==> src/rtl/control_unit_pkg.sv <==
// rtl/control_unit_pkg.sv - opcodes, state encodings and select codes for the RV32I main control
package control_unit_pkg;

  localparam logic [6:0] OP_R      = 7'b0110011;
  localparam logic [6:0] OP_I      = 7'b0010011;
  localparam logic [6:0] OP_LOAD   = 7'b0000011;
  localparam logic [6:0] OP_STORE  = 7'b0100011;
  localparam logic [6:0] OP_BRANCH = 7'b1100011;
  localparam logic [6:0] OP_JAL    = 7'b1101111;
  localparam logic [6:0] OP_JALR   = 7'b1100111;
  localparam logic [6:0] OP_LUI    = 7'b0110111;
  localparam logic [6:0] OP_AUIPC  = 7'b0010111;
  localparam logic [6:0] OP_FENCE  = 7'b0001111;
  localparam logic [6:0] OP_SYSTEM = 7'b1110011;

  typedef enum logic [3:0] {
    S_FETCH      = 4'd0,
    S_DECODE     = 4'd1,
    S_EXEC_R     = 4'd2,
    S_EXEC_I     = 4'd3,
    S_EXEC_LUI   = 4'd4,
    S_EXEC_AUIPC = 4'd5,
    S_ALU_WB     = 4'd6,
    S_BRANCH     = 4'd7,
    S_JAL        = 4'd8,
    S_EXEC_JALR  = 4'd9,
    S_JALR_WB    = 4'd10,
    S_MEM_ADDR   = 4'd11,
    S_MEM_READ   = 4'd12,
    S_MEM_WB     = 4'd13,
    S_MEM_WRITE  = 4'd14
  } state_t;

  localparam logic [1:0] ALUOP_ADD    = 2'b00;
  localparam logic [1:0] ALUOP_BRANCH = 2'b01;
  localparam logic [1:0] ALUOP_FUNCT  = 2'b10;

  localparam logic [1:0] SRC_A_PC     = 2'b00;
  localparam logic [1:0] SRC_A_RS1    = 2'b01;
  localparam logic [1:0] SRC_A_PC_OLD = 2'b10;
  localparam logic [1:0] SRC_A_ZERO   = 2'b11;

  localparam logic [1:0] SRC_B_RS2    = 2'b00;
  localparam logic [1:0] SRC_B_FOUR   = 2'b01;
  localparam logic [1:0] SRC_B_IMM    = 2'b10;

  localparam logic [1:0] M2R_ALU      = 2'b00;
  localparam logic [1:0] M2R_MDR      = 2'b01;
  localparam logic [1:0] M2R_PC       = 2'b10;

  typedef struct packed {
    logic       memory_read;
    logic       memory_write;
    logic       lord;
    logic       ir_write;
    logic       mdr_write;
    logic       pc_write;
    logic       pc_write_cond;
    logic       pc_source;
    logic [1:0] aluop;
    logic [1:0] alu_src_a;
    logic [1:0] alu_src_b;
    logic       is_immediate;
    logic       reg_write;
    logic [1:0] memory_to_reg;
    logic       illegal_instr;
    logic       bus_error;
  } ctrl_out_t;

  function automatic logic is_wait_state(input state_t s);
    return (s == S_FETCH) || (s == S_MEM_READ) || (s == S_MEM_WRITE);
  endfunction

endpackage

==> src/rtl/control_unit_if.sv <==
// rtl/control_unit_if.sv - control unit <-> datapath/memory signal bundle
interface control_unit_if;
  logic [6:0] instruction_opcode;
  logic       memory_response;
  logic       memory_read;
  logic       memory_write;
  logic       lorD;
  logic       ir_write;
  logic       mdr_write;
  logic       pc_write;
  logic       pc_write_cond;
  logic       pc_source;
  logic [1:0] aluop;
  logic [1:0] alu_src_a;
  logic [1:0] alu_src_b;
  logic       is_immediate;
  logic       reg_write;
  logic [1:0] memory_to_reg;
  logic       illegal_instr;
  logic       bus_error;
  logic [3:0] state_out;

  modport master (
    input  instruction_opcode, memory_response,
    output memory_read, memory_write, lorD, ir_write, mdr_write, pc_write,
           pc_write_cond, pc_source, aluop, alu_src_a, alu_src_b, is_immediate,
           reg_write, memory_to_reg, illegal_instr, bus_error, state_out
  );

  modport slave (
    output instruction_opcode, memory_response,
    input  memory_read, memory_write, lorD, ir_write, mdr_write, pc_write,
           pc_write_cond, pc_source, aluop, alu_src_a, alu_src_b, is_immediate,
           reg_write, memory_to_reg, illegal_instr, bus_error, state_out
  );
endinterface

==> src/rtl/control_unit_mem_wait_timer.sv <==
// rtl/control_unit_mem_wait_timer.sv - counts unanswered memory wait cycles and flags a timeout
module control_unit_mem_wait_timer #(
  parameter int MEM_TIMEOUT   = 0,
  parameter int TIMEOUT_WIDTH = 16
) (
  input  logic clk,
  input  logic reset,
  input  logic i_waiting,
  input  logic i_response,
  output logic o_timeout
);

  localparam logic [TIMEOUT_WIDTH-1:0] LP_LAST =
    TIMEOUT_WIDTH'((MEM_TIMEOUT > 0) ? MEM_TIMEOUT - 1 : 0);

  logic [TIMEOUT_WIDTH-1:0] r_count;

  // A response in the last allowed cycle still wins over the timeout.
  assign o_timeout = (MEM_TIMEOUT != 0) && i_waiting && !i_response && (r_count == LP_LAST);

  // Any cycle that leaves or is outside a wait state clears, so each entry starts at zero.
  always_ff @(posedge clk or negedge reset) begin
    if (!reset) begin
      r_count <= '0;
    end else if (i_waiting && !i_response && !o_timeout) begin
      r_count <= r_count + TIMEOUT_WIDTH'(1);
    end else begin
      r_count <= '0;
    end
  end

endmodule

==> src/rtl/control_unit.sv <==
// rtl/control_unit.sv - multicycle RV32I main control FSM
// Sequences fetch/decode/execute/memory/writeback and drives datapath selects and enables.
module control_unit
  import control_unit_pkg::*;
#(
  parameter int MEM_TIMEOUT   = 0,
  parameter int TIMEOUT_WIDTH = 16
) (
  input  logic          clk,
  input  logic          reset,
  control_unit_if.master bus
);

  state_t    r_state;
  state_t    w_next;
  ctrl_out_t w_out;
  logic      w_timeout;
  logic      w_resp;

  assign w_resp = bus.memory_response;

  control_unit_mem_wait_timer #(
    .MEM_TIMEOUT  (MEM_TIMEOUT),
    .TIMEOUT_WIDTH(TIMEOUT_WIDTH)
  ) u_wait_timer (
    .clk       (clk),
    .reset     (reset),
    .i_waiting (is_wait_state(r_state)),
    .i_response(w_resp),
    .o_timeout (w_timeout)
  );

  always_ff @(posedge clk or negedge reset) begin
    if (!reset) r_state <= S_FETCH;
    else        r_state <= w_next;
  end

  always_comb begin
    w_next = r_state;
    w_out  = '0;
    case (r_state)
      S_FETCH: begin
        w_out.memory_read = 1'b1;
        w_out.alu_src_a   = SRC_A_PC;
        w_out.alu_src_b   = SRC_B_FOUR;
        w_out.aluop       = ALUOP_ADD;
        if (w_resp) begin
          w_out.ir_write = 1'b1;
          w_out.pc_write = 1'b1;
          w_next         = S_DECODE;
        end else if (w_timeout) begin
          w_out.bus_error = 1'b1;
        end
      end
      S_DECODE: begin
        w_out.alu_src_a = SRC_A_PC_OLD;
        w_out.alu_src_b = SRC_B_IMM;
        case (bus.instruction_opcode)
          OP_R:               w_next = S_EXEC_R;
          OP_I:               w_next = S_EXEC_I;
          OP_LOAD, OP_STORE:  w_next = S_MEM_ADDR;
          OP_BRANCH:          w_next = S_BRANCH;
          OP_JAL:             w_next = S_JAL;
          OP_JALR:            w_next = S_EXEC_JALR;
          OP_LUI:             w_next = S_EXEC_LUI;
          OP_AUIPC:           w_next = S_EXEC_AUIPC;
          OP_FENCE, OP_SYSTEM: w_next = S_FETCH;
          default: begin
            w_out.illegal_instr = 1'b1;
            w_next              = S_FETCH;
          end
        endcase
      end
      S_EXEC_R: begin
        w_out.alu_src_a = SRC_A_RS1;
        w_out.alu_src_b = SRC_B_RS2;
        w_out.aluop     = ALUOP_FUNCT;
        w_next          = S_ALU_WB;
      end
      S_EXEC_I: begin
        w_out.alu_src_a    = SRC_A_RS1;
        w_out.alu_src_b    = SRC_B_IMM;
        w_out.aluop        = ALUOP_FUNCT;
        w_out.is_immediate = 1'b1;
        w_next             = S_ALU_WB;
      end
      S_EXEC_LUI: begin
        w_out.alu_src_a = SRC_A_ZERO;
        w_out.alu_src_b = SRC_B_IMM;
        w_next          = S_ALU_WB;
      end
      S_EXEC_AUIPC: begin
        w_out.alu_src_a = SRC_A_PC_OLD;
        w_out.alu_src_b = SRC_B_IMM;
        w_next          = S_ALU_WB;
      end
      S_ALU_WB: begin
        w_out.reg_write     = 1'b1;
        w_out.memory_to_reg = M2R_ALU;
        w_next              = S_FETCH;
      end
      S_BRANCH: begin
        w_out.alu_src_a     = SRC_A_RS1;
        w_out.alu_src_b     = SRC_B_RS2;
        w_out.aluop         = ALUOP_BRANCH;
        w_out.pc_write_cond = 1'b1;
        w_out.pc_source     = 1'b1;
        w_next              = S_FETCH;
      end
      S_JAL, S_JALR_WB: begin
        w_out.reg_write     = 1'b1;
        w_out.memory_to_reg = M2R_PC;
        w_out.pc_write      = 1'b1;
        w_out.pc_source     = 1'b1;
        w_next              = S_FETCH;
      end
      S_EXEC_JALR: begin
        w_out.alu_src_a = SRC_A_RS1;
        w_out.alu_src_b = SRC_B_IMM;
        w_next          = S_JALR_WB;
      end
      S_MEM_ADDR: begin
        w_out.alu_src_a = SRC_A_RS1;
        w_out.alu_src_b = SRC_B_IMM;
        w_next          = bus.instruction_opcode[5] ? S_MEM_WRITE : S_MEM_READ;
      end
      S_MEM_READ: begin
        w_out.memory_read = 1'b1;
        w_out.lord        = 1'b1;
        if (w_resp) begin
          w_out.mdr_write = 1'b1;
          w_next          = S_MEM_WB;
        end else if (w_timeout) begin
          w_out.bus_error = 1'b1;
          w_next          = S_FETCH;
        end
      end
      S_MEM_WB: begin
        w_out.reg_write     = 1'b1;
        w_out.memory_to_reg = M2R_MDR;
        w_next              = S_FETCH;
      end
      S_MEM_WRITE: begin
        w_out.memory_write = 1'b1;
        w_out.lord         = 1'b1;
        if (w_resp) begin
          w_next = S_FETCH;
        end else if (w_timeout) begin
          w_out.bus_error = 1'b1;
          w_next          = S_FETCH;
        end
      end
      default: w_next = S_FETCH;
    endcase
  end

  // Outputs are gated by reset so an access in flight is dropped the moment reset falls.
  assign {bus.memory_read, bus.memory_write, bus.lorD, bus.ir_write, bus.mdr_write,
          bus.pc_write, bus.pc_write_cond, bus.pc_source, bus.aluop, bus.alu_src_a,
          bus.alu_src_b, bus.is_immediate, bus.reg_write, bus.memory_to_reg,
          bus.illegal_instr, bus.bus_error} = reset ? w_out : '0;
  assign bus.state_out = r_state;

endmodule

==> src/flat_wrapper.sv <==
// flat-port wrapper written by rule: the top's interface ports become plain ports
module control_unit_flat import control_unit_pkg::*;
#(
  parameter int MEM_TIMEOUT   = 0,
  parameter int TIMEOUT_WIDTH = 16
)
  (clk, reset, bus_instruction_opcode, bus_memory_response, bus_memory_read, bus_memory_write, bus_lorD, bus_ir_write, bus_mdr_write, bus_pc_write, bus_pc_write_cond, bus_pc_source, bus_aluop, bus_alu_src_a, bus_alu_src_b, bus_is_immediate, bus_reg_write, bus_memory_to_reg, bus_illegal_instr, bus_bus_error, bus_state_out);
  control_unit_if bus_i ();
  input  logic clk;
  input  logic reset;
  input wire logic [$bits(bus_i.instruction_opcode)-1:0] bus_instruction_opcode;
  input wire logic [$bits(bus_i.memory_response)-1:0] bus_memory_response;
  output wire logic [$bits(bus_i.memory_read)-1:0] bus_memory_read;
  output wire logic [$bits(bus_i.memory_write)-1:0] bus_memory_write;
  output wire logic [$bits(bus_i.lorD)-1:0] bus_lorD;
  output wire logic [$bits(bus_i.ir_write)-1:0] bus_ir_write;
  output wire logic [$bits(bus_i.mdr_write)-1:0] bus_mdr_write;
  output wire logic [$bits(bus_i.pc_write)-1:0] bus_pc_write;
  output wire logic [$bits(bus_i.pc_write_cond)-1:0] bus_pc_write_cond;
  output wire logic [$bits(bus_i.pc_source)-1:0] bus_pc_source;
  output wire logic [$bits(bus_i.aluop)-1:0] bus_aluop;
  output wire logic [$bits(bus_i.alu_src_a)-1:0] bus_alu_src_a;
  output wire logic [$bits(bus_i.alu_src_b)-1:0] bus_alu_src_b;
  output wire logic [$bits(bus_i.is_immediate)-1:0] bus_is_immediate;
  output wire logic [$bits(bus_i.reg_write)-1:0] bus_reg_write;
  output wire logic [$bits(bus_i.memory_to_reg)-1:0] bus_memory_to_reg;
  output wire logic [$bits(bus_i.illegal_instr)-1:0] bus_illegal_instr;
  output wire logic [$bits(bus_i.bus_error)-1:0] bus_bus_error;
  output wire logic [$bits(bus_i.state_out)-1:0] bus_state_out;
  assign bus_i.instruction_opcode = bus_instruction_opcode;
  assign bus_i.memory_response = bus_memory_response;
  assign bus_memory_read = bus_i.memory_read;
  assign bus_memory_write = bus_i.memory_write;
  assign bus_lorD = bus_i.lorD;
  assign bus_ir_write = bus_i.ir_write;
  assign bus_mdr_write = bus_i.mdr_write;
  assign bus_pc_write = bus_i.pc_write;
  assign bus_pc_write_cond = bus_i.pc_write_cond;
  assign bus_pc_source = bus_i.pc_source;
  assign bus_aluop = bus_i.aluop;
  assign bus_alu_src_a = bus_i.alu_src_a;
  assign bus_alu_src_b = bus_i.alu_src_b;
  assign bus_is_immediate = bus_i.is_immediate;
  assign bus_reg_write = bus_i.reg_write;
  assign bus_memory_to_reg = bus_i.memory_to_reg;
  assign bus_illegal_instr = bus_i.illegal_instr;
  assign bus_bus_error = bus_i.bus_error;
  assign bus_state_out = bus_i.state_out;
  control_unit #(.MEM_TIMEOUT(MEM_TIMEOUT), .TIMEOUT_WIDTH(TIMEOUT_WIDTH)) u_core (.clk(clk), .reset(reset), .bus(bus_i));
endmodule
==> config.mk <==
export PLATFORM = sky130hd
export DESIGN_NAME = control_unit_flat
export DESIGN_NICKNAME = d
export VERILOG_FILES = /design/src/rtl/control_unit_pkg.sv /design/src/rtl/control_unit_if.sv /design/src/rtl/control_unit_mem_wait_timer.sv /design/src/rtl/control_unit.sv /design/src/flat_wrapper.sv
export SDC_FILE = /design/constraint.sdc
export NUM_CORES = 1
export LEC_CHECK = 0
export ABC_AREA = 1
export CAP_MARGIN = 20
export CORE_MARGIN = 3
export CORE_UTILIZATION = 45
export CTS_CLUSTER_DIAMETER = 200
export DETAILED_ROUTE_END_ITERATION = 16
export DONT_BUFFER_PORTS = 1
export MAX_ROUTING_LAYER = met4
export PLACE_DENSITY_LB_ADDON = 0.25
export SLEW_MARGIN = 10
export SYNTH_ARGS = -nofsm -noshare
export SYNTH_HDL_FRONTEND = slang
export SYNTH_SLANG_ARGS = --single-unit
==> constraint.sdc <==
create_clock -name clk -period 1.16 [get_ports clk]
set_input_delay 0.232 -clock clk [delete_from_list [all_inputs] [get_ports clk]]
set_output_delay 0.232 -clock clk [all_outputs]
set_load 0.01 [all_outputs]
==> metrics <==
fmax 635 MHz; Initial Utilization 51.5%; Unique masters post-synth 22; Setup violations, final 24; Skew-Pair Late Insertion Delay 0.23 ns; CORE AREA 0.00119 mm^2; fin nets 147; violated checks negative setup slack; CTS tree done; FF-to-FF path depth 6; port bufs 0; Post-Syn Instances 116; Setup Crit Path Kind flop to output pin; total wire length 2.23 mm; CTS buffer count 3; vias in the first global route 802; register clock-pin slew on the reported worst setup and hold paths 0.03 ns; total vias in the final route 863; first-pass GRT wire length 3.54 mm; register area 105 um^2; die height 42.8 um; PwrDens 1820 mW/mm^2; crit-path cells inv_2 > nor2_2 > nand2_2 > a21oi_1 > buf_4; routability cong. 0.905; Pre-Repair DR Iteration Count 4; die area 0.00183 mm^2; worst setup margin -0.414 ns; WHS 0.229 ns; skew final 0.000413 ns; Hold Startpoint bus_memory_response; Mapped Area 611 um^2; Total Routing Usage GR 25.1%; fin. max-slew vios 0; # IOs 34; r2r endpoint u_core.bus.state_out[3]; startpoint types flop; Syn Nets 126; CP max FO 5; Cells on Worst Hold Path 3; flip-flop count of the largest register after layout 4; Hold Path Sink u_core.bus.state_out[2]; Die Wd 42.8 um; area growth from synthesis to layout 58.0%; largest net degree at the start of global routing 9; minimum clock period 1.57 ns; CTS H-tree lvls 1; status finished, violations left; Routed WL per cell 14.9 um; Crit path max-delay family flip-flops; synthesis-stage register bit count 4; DP HPWL 1.48 mm; Hold Crit Class primary input to flop; Final Non-Filler Cells 149; Worst Path Required 0.93 ns; post-route setup TNS -6.20 ns; Leak 0.466 nW; r2r setup slk -0.17 ns; Max-Cap Viols 0; root buffer cell clkbuf_4; Final Hold Viols 0; clock buffer depth 2; footprint of the multi-input gates 588 um^2; crit path max-delay cell type dfrtp_2; initial antenna violation count 0; Post-DRT Antenna Nets 0; mean post-synth cell area 5.26 um^2; DRC Markers 0; drt initial violations 36; gr ovfl total 0; share of cells above drive strength 1 48.1%; Worst VDD drop 1290 uV; antenna diode count 0; Crit. End Element output pin; clock sink count 4; # rows 12; Synthesis Warnings 0; vias per inst 5.79; worst stage delay on the critical path 0.44 ns; r2r startpoint u_core.bus.state_out[0]; final period utilization 136%; DP Cell Count 140; data arrival time of the critical path 1.34 ns; unrepaired setup endpoints after global routing true; post-synthesis sequential area ratio 16.4%; FILL cells 75; CP Buf/Inv Count 2
-- layout make-up --
| class | instances | share of cell area (%) |
|---|---|---|
| repair buffers | 19 | 16.2 |
| inverters | 18 | 7.78 |
| multi-input cells | 91 | 61.0 |
| well taps | 14 | 1.82 |
| flip-flops and latches | 4 | 10.9 |
| clock buffers | 3 | 2.33 |
-- through the flow --
stage | setup slack (ns) | cell area (um^2) | total power, mW | util (%)
floorplan | -0.0670 | 677 | 0.932 | -
global placement | -0.102 | 769 | 1.26 | 64.9
detailed placement | -0.131 | 769 | 1.28 | 64.9
CTS | -0.361 | 913 | 1.59 | 77.0
global route | -0.466 | 965 | 1.88 | 81.3
finish | -0.414 | 965 | 1.75 | 81.3
-- worst register-to-register path, cell delays in order (launching register included) --
cell	delay, ns
dfrtp_2	0.46
nor2_4	0.21
nand2_1	0.13
a21oi_2	0.21
inv_1	0.07
nand2_1	0.07
nand2_1	0.06
-- how the worst max path moves through the flow --
stage | from | to | slack [ns] | cells past startpoint
3_3_place_gp | u_core.bus.state_out[1] | bus_illegal_instr | -0.10 | 5
6_report | u_core.bus.state_out[2] | bus_alu_src_a[1] | -0.41 | 5
2_1_floorplan | u_core.bus.state_out[1] | bus_aluop[0] | -0.07 | 5
5_1_grt | u_core.bus.state_out[0] | bus_alu_src_a[0] | -0.47 | 5
4_1_cts | u_core.bus.state_out[3] | bus_illegal_instr | -0.36 | 5
3_5_place_dp | u_core.bus.state_out[2] | bus_alu_src_a[1] | -0.13 | 5
-- Yosys cell counts, drive strengths merged --
cell     number  area (um^2)
nand2        40          155
nor2         23         96.3
inv          17         63.8
a21oi         7         38.8
nor3          5         36.3
dfrtp         4          100
nand3         4         20.0
nand4         4         25.0
o21ai         3         15.0
buf           2         15.0
o211ai        2         15.0
a41oi         1         8.76
clkbuf        1         3.75
clkinv        1         5.00
conb          1         3.75
o2111ai       1         8.76
-- routing by layer --
metal / global-route usage, % / up-vias / part of all wire [%]
li1: - / 409 / -
met3: 2.12 / 4 / 7.2
met2: 39.5 / 55 / 52
met1: 31.2 / 395 / 39
met5: - / - / 0
met4: 13.7 / 0 / 1.1
-- report_power, final --
group | switching (mW) | internal, mW
Sequential | 0.139 | 0.202
Clock | 0.0513 | 0.115
Combinational | 0.741 | 0.506
-- layout by cell type (no fill, tap or decap), types with 3 or more instances in the layout --
cell type / n
a21oi_1: 3
nor2_1: 7
nand4_1: 4
nand2_2: 5
inv_2: 4
clkbuf_4: 3
nor3_4: 4
buf_4: 15
nand2_4: 3
buf_6: 3
nand3_1: 4
nor2_4: 8
inv_1: 12
a21oi_2: 3
nand2_1: 32
nor2_2: 8
dfrtp_2: 4
-- cell families (layout without fill, tap and decap cells) --
family | after synthesis | count (layout) | synth area share [%]
AND/OR/NAND/NOR | 76 | 76 | 54.5
buffers and inverters | 21 | 40 | 14.3
flip-flops | 4 | 4 | 16.4
other | 1 | 1 | 0.614
AO/OA/AOI/OAI | 14 | 14 | 14.1
-- what timing repair did --
action / 4_1_cts / 5_1_grt
gates resized for setup: 24 / 10
hold buffers: 1 / 0
endpoints found under the hold margin: 4 / 0
setup buffers: 2 / 3
cloned: 0 / 0
endpoints found under the setup margin: 24 / 24
pin swaps: 15 / 8
(Power assumes the default switching activity.)
